`config.mk`:
```
export PLATFORM = sky130hd
export DESIGN_NAME = imem_boot_loader_flat
export DESIGN_NICKNAME = d
export VERILOG_FILES = /design/src/rtl/imem_boot_loader_pkg.sv /design/src/rtl/imem_boot_loader_if.sv /design/src/rtl/imem_byte_packer.sv /design/src/rtl/imem_boot_loader.sv /design/src/flat_wrapper.sv
export SDC_FILE = /design/constraint.sdc
export NUM_CORES = 1
export LEC_CHECK = 0
export ABC_AREA = 1
export ABC_CLOCK_PERIOD_IN_PS = 2900
export CAP_MARGIN = 20
export CORE_MARGIN = 2
export CORE_UTILIZATION = 44
export DETAILED_ROUTE_END_ITERATION = 8
export GPL_ROUTABILITY_DRIVEN = 0
export PLACE_DENSITY = 0.93
export SLEW_MARGIN = 25
export SYNTH_ARGS = -nofsm -noshare
export SYNTH_HDL_FRONTEND = slang
export SYNTH_HIERARCHICAL = 1
export SYNTH_SLANG_ARGS = --single-unit
export TNS_END_PERCENT = 5
```
`constraint.sdc`:
```
create_clock -name clk -period 2.9 [get_ports clk]
set_input_delay 0.29 -clock clk [delete_from_list [all_inputs] [get_ports clk]]
set_output_delay 0.29 -clock clk [all_outputs]
set_load 0.005 [all_outputs]
```
`src/rtl/imem_boot_loader_pkg.sv`:
```
// imem_pkg: shared types and defaults for the instruction-memory boot loader.
//   state_t            controller states (CHECK/ERROR only reachable with LOAD_CHECKSUM_EN)
//   NUM_WORDS_DEFAULT  default instruction memory depth in words
//   NOP_INSTR_DEFAULT  instruction handed to fetch while stalled (addi x0,x0,0)
package imem_pkg;

  typedef enum logic [2:0] {
    ST_LOAD  = 3'd0,
    ST_WRITE = 3'd1,
    ST_RUN   = 3'd2,
    ST_CHECK = 3'd3,
    ST_ERROR = 3'd4
  } state_t;

  localparam int          NUM_WORDS_DEFAULT = 1024;
  localparam logic [31:0] NOP_INSTR_DEFAULT = 32'h0000_0013;

endpackage

```
`src/rtl/imem_boot_loader_if.sv`:
```
// imem_boot_loader_if: byte-stream handshake from the loader source.
//   ld_valid  source has a byte
//   ld_data   the byte
//   ld_last   final program byte (only meaningful with ld_valid)
//   ld_ready  controller takes the byte this cycle
// master = loader source (UART receiver / bench), slave = boot loader.
interface imem_boot_loader_if;
  logic       ld_valid;
  logic [7:0] ld_data;
  logic       ld_last;
  logic       ld_ready;

  modport master (output ld_valid, output ld_data, output ld_last, input ld_ready);
  modport slave  (input ld_valid, input ld_data, input ld_last, output ld_ready);
endinterface

```
`src/rtl/imem_byte_packer.sv`:
```
// imem_byte_packer: assembles little-endian 32-bit words from accepted bytes.
//   clk, rst_n   clock, asynchronous active-low reset
//   clear        drop the partial word and restart at lane 0 (wins over accept)
//   accept       a byte is taken this cycle
//   byte_in      the byte
//   last_in      the byte closes the word early (upper lanes remain zero)
//   word         registered assembly
//   word_next    assembly with the current byte merged into its lane
//   word_ready   strobe: this accepted byte completes a word
//   last_seen    a last-flagged byte went into the current word
module imem_byte_packer (
  input  logic        clk,
  input  logic        rst_n,
  input  logic        clear,
  input  logic        accept,
  input  logic [7:0]  byte_in,
  input  logic        last_in,
  output logic [31:0] word,
  output logic [31:0] word_next,
  output logic        word_ready,
  output logic        last_seen
);

  logic [1:0] byte_idx;

  always_comb begin
    word_next = word;
    case (byte_idx)
      2'd0:    word_next[7:0]   = byte_in;
      2'd1:    word_next[15:8]  = byte_in;
      2'd2:    word_next[23:16] = byte_in;
      default: word_next[31:24] = byte_in;
    endcase
  end

  assign word_ready = accept && ((byte_idx == 2'd3) || last_in);

  always_ff @(posedge clk or negedge rst_n) begin
    if (!rst_n) begin
      byte_idx  <= 2'd0;
      word      <= 32'd0;
      last_seen <= 1'b0;
    end else if (clear) begin
      byte_idx  <= 2'd0;
      word      <= 32'd0;
      last_seen <= 1'b0;
    end else if (accept) begin
      word     <= word_next;
      byte_idx <= byte_idx + 2'd1;
      if (last_in) last_seen <= 1'b1;
    end
  end

endmodule

```
`src/rtl/imem_boot_loader.sv`:
```
// imem_boot_loader: owns the write side of the instruction memory at boot and
// gates instruction fetch until the program is in place.
//   clk, rst_n     clock, asynchronous active-low reset
//   ld             byte stream (slave side of imem_boot_loader_if)
//   reload         one-cycle pulse, restart loading at word 0
//   fetch_pc       fetch byte address; fetch_instr the instruction returned
//   cpu_stall      holds the core while loading
//   mem_addr/mem_wdata/mem_we/mem_rdata  instruction memory port
//   load_done      program loaded, core running
//   words_loaded   number of words written since the last (re)start
//   load_err       checksum mismatch
// Build option: define LOAD_CHECKSUM_EN to require a trailing 4-byte
// little-endian checksum (32-bit modular sum of the written words); without
// it load_err is constant 0.
module imem_boot_loader
  import imem_pkg::*;
#(
  parameter int          NUM_WORDS = NUM_WORDS_DEFAULT,
  parameter logic [31:0] NOP_INSTR = NOP_INSTR_DEFAULT
) (
  input  logic                         clk,
  input  logic                         rst_n,
  imem_boot_loader_if.slave            ld,
  input  logic                         reload,
  input  logic [31:0]                  fetch_pc,
  output logic [31:0]                  fetch_instr,
  output logic                         cpu_stall,
  output logic [31:0]                  mem_addr,
  output logic [31:0]                  mem_wdata,
  output logic                         mem_we,
  input  logic [31:0]                  mem_rdata,
  output logic                         load_done,
  output logic [$clog2(NUM_WORDS):0]   words_loaded,
  output logic                         load_err
);

  localparam int IDX_W = (NUM_WORDS > 1) ? $clog2(NUM_WORDS) : 1;
  localparam int CNT_W = $clog2(NUM_WORDS) + 1;

  state_t             state, state_nx;
  logic [IDX_W-1:0]   word_idx;
  logic               byte_slot;
  logic               accept;
  logic               pk_clear;
  logic               pk_last_in;
  logic [31:0]        pk_word;
  logic [31:0]        pk_word_next;
  logic               pk_word_ready;
  logic               pk_last_seen;
  logic               at_cap;
  logic               pc_out_of_range;

  // Byte slots exist only in LOAD (program data) and CHECK (checksum bytes).
`ifdef LOAD_CHECKSUM_EN
  assign byte_slot = (state == ST_LOAD) || (state == ST_CHECK);
`else
  assign byte_slot = (state == ST_LOAD);
`endif

  assign ld.ld_ready = byte_slot;
  // A reload in the same cycle as a handshake drops the byte.
  assign accept      = ld.ld_valid && byte_slot && !reload;
  // The checksum is always four bytes, so last only shortens program words.
  assign pk_last_in  = ld.ld_last && (state == ST_LOAD);
  // Every WRITE consumes the assembled word, whichever state follows.
  assign pk_clear    = reload || (state == ST_WRITE);
  assign at_cap      = (word_idx == IDX_W'(NUM_WORDS - 1));
  assign pc_out_of_range = ({2'b00, fetch_pc[31:2]} >= 32'(NUM_WORDS));

  imem_byte_packer u_packer (
    .clk        (clk),
    .rst_n      (rst_n),
    .clear      (pk_clear),
    .accept     (accept),
    .byte_in    (ld.ld_data),
    .last_in    (pk_last_in),
    .word       (pk_word),
    .word_next  (pk_word_next),
    .word_ready (pk_word_ready),
    .last_seen  (pk_last_seen)
  );

`ifdef LOAD_CHECKSUM_EN
  logic [31:0] csum;

  always_ff @(posedge clk or negedge rst_n) begin
    if (!rst_n)                  csum <= 32'd0;
    else if (reload)             csum <= 32'd0;
    else if (state == ST_WRITE)  csum <= csum + pk_word;
  end
`else
  logic unused_word_next;
  assign unused_word_next = ^pk_word_next;
`endif

  always_ff @(posedge clk or negedge rst_n) begin
    if (!rst_n) state <= ST_LOAD;
    else        state <= state_nx;
  end

  always_comb begin
    state_nx    = state;
    cpu_stall   = 1'b1;
    load_done   = 1'b0;
    load_err    = 1'b0;
    mem_we      = 1'b0;
    mem_addr    = 32'(word_idx) << 2;
    mem_wdata   = pk_word;
    fetch_instr = NOP_INSTR;

    case (state)
      ST_LOAD: begin
        if (pk_word_ready) state_nx = ST_WRITE;
      end
      ST_WRITE: begin
        mem_we = 1'b1;
        if (pk_last_seen || at_cap) begin
`ifdef LOAD_CHECKSUM_EN
          state_nx = ST_CHECK;
`else
          state_nx = ST_RUN;
`endif
        end else begin
          state_nx = ST_LOAD;
        end
      end
      ST_RUN: begin
        cpu_stall   = 1'b0;
        load_done   = 1'b1;
        mem_addr    = fetch_pc;
        fetch_instr = pc_out_of_range ? NOP_INSTR : mem_rdata;
      end
`ifdef LOAD_CHECKSUM_EN
      ST_CHECK: begin
        if (pk_word_ready) state_nx = (pk_word_next == csum) ? ST_RUN : ST_ERROR;
      end
      ST_ERROR: begin
        load_err = 1'b1;
      end
`endif
      default: state_nx = ST_LOAD;
    endcase

    if (reload) state_nx = ST_LOAD;
  end

  // Word pointer stays on the final word when loading ends so the memory
  // write address never runs past the program.
  always_ff @(posedge clk or negedge rst_n) begin
    if (!rst_n) begin
      word_idx     <= '0;
      words_loaded <= '0;
    end else if (reload) begin
      word_idx     <= '0;
      words_loaded <= '0;
    end else if (state == ST_WRITE) begin
      words_loaded <= words_loaded + CNT_W'(1);
      if (!(pk_last_seen || at_cap)) word_idx <= word_idx + IDX_W'(1);
    end
  end

endmodule

```
`src/flat_wrapper.sv`:
```
// flat-port wrapper written by rule: the top's interface ports become plain ports
module imem_boot_loader_flat import imem_pkg::*;
#(
  parameter int          NUM_WORDS = NUM_WORDS_DEFAULT,
  parameter logic [31:0] NOP_INSTR = NOP_INSTR_DEFAULT
)
  (clk, rst_n, reload, fetch_pc, fetch_instr, cpu_stall, mem_addr, mem_wdata, mem_we, mem_rdata, load_done, words_loaded, load_err, ld_ld_valid, ld_ld_data, ld_ld_last, ld_ld_ready);
  imem_boot_loader_if ld_i ();
  input  logic clk;
  input  logic rst_n;
  input  logic reload;
  input  logic [31:0] fetch_pc;
  output logic [31:0] fetch_instr;
  output logic cpu_stall;
  output logic [31:0] mem_addr;
  output logic [31:0] mem_wdata;
  output logic mem_we;
  input  logic [31:0] mem_rdata;
  output logic load_done;
  output logic [$clog2(NUM_WORDS):0] words_loaded;
  output logic load_err;
  input wire logic [$bits(ld_i.ld_valid)-1:0] ld_ld_valid;
  input wire logic [$bits(ld_i.ld_data)-1:0] ld_ld_data;
  input wire logic [$bits(ld_i.ld_last)-1:0] ld_ld_last;
  output wire logic [$bits(ld_i.ld_ready)-1:0] ld_ld_ready;
  assign ld_i.ld_valid = ld_ld_valid;
  assign ld_i.ld_data = ld_ld_data;
  assign ld_i.ld_last = ld_ld_last;
  assign ld_ld_ready = ld_i.ld_ready;
  imem_boot_loader #(.NUM_WORDS(NUM_WORDS), .NOP_INSTR(NOP_INSTR)) u_core (.clk(clk), .rst_n(rst_n), .ld(ld_i), .reload(reload), .fetch_pc(fetch_pc), .fetch_instr(fetch_instr), .cpu_stall(cpu_stall), .mem_addr(mem_addr), .mem_wdata(mem_wdata), .mem_we(mem_we), .mem_rdata(mem_rdata), .load_done(load_done), .words_loaded(words_loaded), .load_err(load_err));
endmodule
```
# After elaboration in Yosys (flattened, before gate mapping)
# Cells that the tools add are included.
dict set report word_totals {
  register_bits 59
  latchBits 0
  ramBits 0
  rom_bits 0
  in_bits 77
  output_inout_bits 112
  word_cells 73
  mem_count 0
}
dict set report classes {
  add_sub_neg 3
  n_mul 0
  div_mod_pow 0
  magnitude_cmp 1
  eq_ne 10
  shift 0
  muxes 26
  bitwise 0
  reduce_logical 24
}
# operator n
set op_table {}
lappend op_table {{2-to-1 mux 32 bit} 5}
lappend op_table {{2-to-1 mux 8 bit} 4}
lappend op_table {{greater-or-equal comparator 30 x 11 -> 1 bit, second input constant} 1}
lappend op_table {{2-to-1 mux 10 bit} 3}
lappend op_table {{2-to-1 mux 11 bit} 2}
lappend op_table {{AND reduction 2 bit} 7}
lappend op_table {{nonzero test 2 bit} 6}
lappend op_table {{adder 11 x 1 -> 11 bit, second input constant} 1}
lappend op_table {{adder 10 x 1 -> 10 bit, second input constant} 1}
lappend op_table {{equality test 10 bit, second input constant} 1}
lappend op_table {{case mux 3 bit (3 select lines)} 1}
lappend op_table {{2-to-1 mux 1 bit} 6}
lappend op_table {{2-to-1 mux 2 bit} 3}
lappend op_table {{2-to-1 mux 3 bit} 2}
lappend op_table {{equality test 2 bit, second input constant} 2}
lappend op_table {{logical AND 1 bit} 4}
lappend op_table {{!= test 2 bit, second input constant} 2}
lappend op_table {{equality test 3 x 1 -> 1 bit, second input constant} 1}
lappend op_table {{equality test 3 x 2 -> 1 bit, second input constant} 1}
lappend op_table {{zero test 3 bit} 1}
lappend op_table {{logical OR 1 bit} 3}
lappend op_table {{!= test 3 bit, second input constant} 1}
lappend op_table {{OR reduction 3 bit} 1}
lappend op_table {{adder 2 x 1 -> 2 bit, second input constant} 1}
lappend op_table {{4 further kinds} 4}

# Depth between registers and ports, before layout
dict set report logic_depth {
  word_depth 7
  depth_mapped 9
  mapped_depth_nobuf 9
}

# Cells and area by module
# Netlist, hierarchy kept.
# mod n_inst cells_per_inst area_per_inst_um2 seq_area_each_um2
set modules_own_cells {}
lappend modules_own_cells {imem_boot_loader 1 357 1993.2 575.6}
lappend modules_own_cells {imem_byte_packer 1 261 1813.0 875.8}

# Worst setup path before layout
# Ideal clock, no wire load.
dict set report synth_path {
  path_type {flip-flop to output port}
  start {register u_core.state[0]}
  end {output fetch_instr[4]}
  arrival_ns 1.321
  setup_slack_ns 1.289
  path_stages_with_launch 7
  cell_sequence {dfrtp_1 -> nor2_4 -> inv_2 -> nor2_1 -> nand3_1 -> buf_2 -> or2_1}
}
dict set report synth_between {
  elab_chain_cells 2
}
# element line_no
set synth_lines {}
lappend synth_lines {{start: declaration} imem_boot_loader.sv:40} ;# state_t state, state_nx;
lappend synth_lines {{start signal: assignment} imem_boot_loader.sv:98} ;# else state <= state_nx;
lappend synth_lines {{equality test 3 x 2 -> 1 bit} imem_boot_loader.sv:111} ;# case (state)
lappend synth_lines {{2-to-1 mux 32 bit} imem_boot_loader.sv:111}
lappend synth_lines {{end: declaration} flat_wrapper.sv:13} ;# output logic [31:0] fetch_instr;
# No other way between the ends.

# Worst setup path in the final report
dict set report layout_path {
  start {register u_core.state[1]}
  end {output fetch_instr[1]}
}
# The elaborated chain is that of the path after synthesis.

==> run summary <==
The run finished, with violations left. The checks that failed: negative hold slack. The transition time at the pin with the least slew margin came out at between 0.6 and 0.7 ns. The post-synthesis cell count came out at 618. The die width is 97.0 microns.

The analysis attributes to cell leakage a power of a little over 3 nW. The startpoint identified for the worst register-to-register timing path is u_core/word_idx[1]$_DFFE_PN0P_. The number of antenna violations at the first check in global routing was 1. Ranked by instance count, the synthesized netlist is headed by sky130_fd_sc_hd__nand2_1, sky130_fd_sc_hd__inv_1, sky130_fd_sc_hd__nor2_1. The TritonCTS clock tree is built. The worst setup path is of the reg -> out kind.

The H-tree level count is 3. Wires add up to between 10 and 15 mm. STA classifies the critical path startpoint as a register. The hold buffer count at CTS came out at 0. The number of register bits inferred by synthesis came out at 58. The relative area change from synthesis to final layout is 56.5%. The mapped cell area came out at 3810 sq um. The number of global-route vias before repair came out at 4345.

The maximum clock rate came out at about 410 MHz. The total setup violations reported at the end of the flow came out at 0. The HPWL reported at the end of detailed placement came out at ~9.5 mm.

The buffer depth of the longest clock path came out at 2. The number of maximum-capacitance constraint violations came out at 0. The final critical path time including I/O delays and setup came out at around 2.4 ns.

The global-route wire length before repair came out at between 20 and 25 mm. The final hold violation count came out at 6. The number of port buffers is around 190. The number of filler cells placed in the layout is 651. During synthesis, Yosys emitted a total of 6 warnings.

The power density over the cells came out at about 310 nW/um^2. The source-to-sink clock delay at the later pin of the worst-skew pair came out at 0.33 ns. The worst-case headroom to the max-slew limit is 54.6%.

The global route total overflow is 0. From bottom edge to top edge, the die measures 97.0 microns. The total core area came out at between 8000 and 9000 sq um. The count of different cell masters after synthesis is 26.

The required time at the endpoint of the critical path came out at around 2.6 ns. The path class of the tightest hold or removal check is in -> async. The effective utilization at floorplan came out at a little under half. The number of buffers inserted to repair setup after CTS came out at 0. Entering global routing, the biggest net connects 35 pins. The async set-reset flop share out of synthesis is 100%. The final route contains 4483 vias. The count of flip-flops with a built-in enable after synthesis came out at 0. Setup repair after global routing left no endpoint under its margin. STA classifies the critical path endpoint as an output port. In this run, post-CTS repair resized a total of 0 instances. The full die area is between 9000 and 10000 sq um. After detailed routing, the number of remaining DRC violations is 0.

The predominant post-synthesis flop cell is sky130_fd_sc_hd__dfrtp_1. The number of nets in the layout came out at 888. The peak fanout along the critical path came out at 32. The synthesized area per cell is around 6.2 sq um. The data arrival time of the critical path is 2.15 ns. The area share of the leading cell type in the synthesized netlist came out at between 30% and 40%. Tracing the worst setup path back leads to its startpoint at u_core/state[1]$_DFFE_PN0P_. The clock net in this run drives a total of 58 sinks. The final worst hold slack came out at -0.00515 ns. IR analysis of the VDD net gives a maximum drop of 340 uV. The tree is rooted in a sky130_fd_sc_hd__clkbuf_8. The post-synthesis net count came out at between 700 and 800. After routing, the total negative slack on setup checks comes to 0 ns. The sequential element share of the synthesized area is about two fifths. The detailed-router iteration count before antenna repair is 5. The routed via count divided by cell count is 4.90. The share of layout cells above drive strength 1 came out at under 10%.

The number of DRC violations after detailed-routing iteration 0 is approximately 300. sky130_fd_sc_hd__dfrtp_1 takes more of the synthesized area than any other cell. For the final database, setup skew stands at between 0.01 and 0.015 ns.

The total number of placement rows came out at 33. The count of nets left with antenna violations once routing finished came out at 0. The share of the clock period used by the worst path after layout is between 80% and 90%. The register clock-pin slew on the reported worst setup and hold paths is 0.07 ns. In the post-synthesis netlist, the biggest area contributors are sky130_fd_sc_hd__dfrtp_1, sky130_fd_sc_hd__nand2_1, sky130_fd_sc_hd__inv_1, sky130_fd_sc_hd__nor2_1, sky130_fd_sc_hd__nand3_1.

In the final routed layout, each cell accounts on average for approximately 14 microns. Measured in cells, the most critical reg-to-reg path has a length of 8. The most common cell in the synthesized netlist is sky130_fd_sc_hd__nand2_1. The max-slew violation count came out at 0. between 150 and 200 I/O pins were placed. For this run, the total global-route usage over all layers was measured as a little over a quarter. Clock tree synthesis inserted a total of 9 buffers.
## sequential cells by signal, summed over array words and instances (netlist names)
register / cells
u_core/state: 2
u_core/u_packer/word: 32
u_core/u_packer/last_seen: 1
u_core/word_idx: 10
u_core/words_loaded: 11
u_core/u_packer/byte_idx: 2
## layout make-up
type                    instances  area, sq um  area share (%)
inverters                      91          342            5.74
diodes                          1         2.50          0.0420
clock inverters                 6         57.6           0.966
repair buffers                196         1950            32.7
well taps                     105          131            2.21
flip-flops and latches         58         1450            24.4
clock buffers                  10          128            2.14
multi-input cells             448         1900            31.8
## power breakdown
| part | switching [mW] | leakage [nW] | internal, mW |
|---|---|---|---|
| combinational | 0.146 | 2.19 | 0.160 |
| sequential | 0.0188 | 0.804 | 0.826 |
| clock | 0.323 | 0.0958 | 0.391 |
## per-stage QoR
| stage | instance area [sq um] | power [mW] | setup WS (ns) | instances | utilization, % |
|---|---|---|---|---|---|
| final | 5960 | 1.86 | 0.457 | 915 | 71.8 |
| after global routing | 5960 | 1.96 | 0.279 | 915 | 71.8 |
| after CTS | 5950 | 1.88 | 0.445 | 914 | 71.7 |
| after detailed placement | 5770 | 1.17 | 0.511 | 898 | 69.5 |
| after global placement | 5770 | 1.16 | 0.575 | 898 | 69.5 |
| after floorplan | 3810 | 0.972 | 1.29 | 618 | - |
## kinds of logic after synthesis
group | Yosys count | synth area share (%)
compound gates | 21 | 2.96
flops | 58 | 38.1
fa+ha+maj | 7 | 2.30
buf+inv | 112 | 12.0
xor+xnor | 3 | 0.690
simple gates | 416 | 43.8
other cells | 1 | 0.0985
## worst paths after layout
path / end / slack [ns]
hold / removal: u_core/state[0]$_DFFE_PN0P_ / -0.005
hold reg to reg: u_core/u_packer/word[6]$_DFFE_PN0P_ / 0.51
min in group clk: u_core/u_packer/word[6]$_DFFE_PN0P_ / 0.51
setup / recovery: fetch_instr[1] / 0.46
setup reg to reg: u_core/word_idx[9]$_DFFE_PN0P_ / 0.82
max in group asynchronous: u_core/u_packer/word[3]$_DFFE_PN0P_ / 2.22
## worst max-delay path: stages, from the launching register on
cell and delay (ns):
sky130_fd_sc_hd__dfrtp_1 0.42, sky130_fd_sc_hd__inv_2 0.06, sky130_fd_sc_hd__nor2_4 0.10, sky130_fd_sc_hd__inv_2 0.06, sky130_fd_sc_hd__nor2_1 0.11, sky130_fd_sc_hd__nand3_1 0.09
sky130_fd_sc_hd__buf_4 0.23, sky130_fd_sc_hd__or2_2 0.29, sky130_fd_sc_hd__clkdlybuf4s50_1 0.45
## layout by cell type, fill, tap and decap left out, types with 2 or more instances in the layout
| cell type | count |
|---|---|
| sky130_fd_sc_hd__buf_4 | 8 |
| sky130_fd_sc_hd__nand4_1 | 14 |
| sky130_fd_sc_hd__clkbuf_8 | 9 |
| sky130_fd_sc_hd__ha_1 | 7 |
| sky130_fd_sc_hd__nor3_1 | 2 |
| sky130_fd_sc_hd__a21oi_1 | 4 |
| sky130_fd_sc_hd__or2_2 | 2 |
| sky130_fd_sc_hd__inv_1 | 88 |
| sky130_fd_sc_hd__dfrtp_1 | 58 |
| sky130_fd_sc_hd__nor2_4 | 2 |
| sky130_fd_sc_hd__xor2_1 | 2 |
| sky130_fd_sc_hd__inv_2 | 3 |
| sky130_fd_sc_hd__clkdlybuf4s50_1 | 186 |
| sky130_fd_sc_hd__nand2_1 | 282 |
| sky130_fd_sc_hd__o21ai_0 | 14 |
| sky130_fd_sc_hd__clkinv_2 | 4 |
| sky130_fd_sc_hd__nor2_1 | 85 |
| sky130_fd_sc_hd__nor3b_1 | 3 |
| sky130_fd_sc_hd__nand3_1 | 23 |
| sky130_fd_sc_hd__nor2_2 | 2 |
| sky130_fd_sc_hd__o21bai_1 | 2 |
## layer usage
layer	vias to the layer above	routed length, microns	GRT usage, %
met5	-	0	0
li1	2208	-	-
met3	20	864	4.99
met4	0	304	10.9
met2	226	6560	47.6
met1	2029	4770	30.7
(Power assumes the default switching activity.)
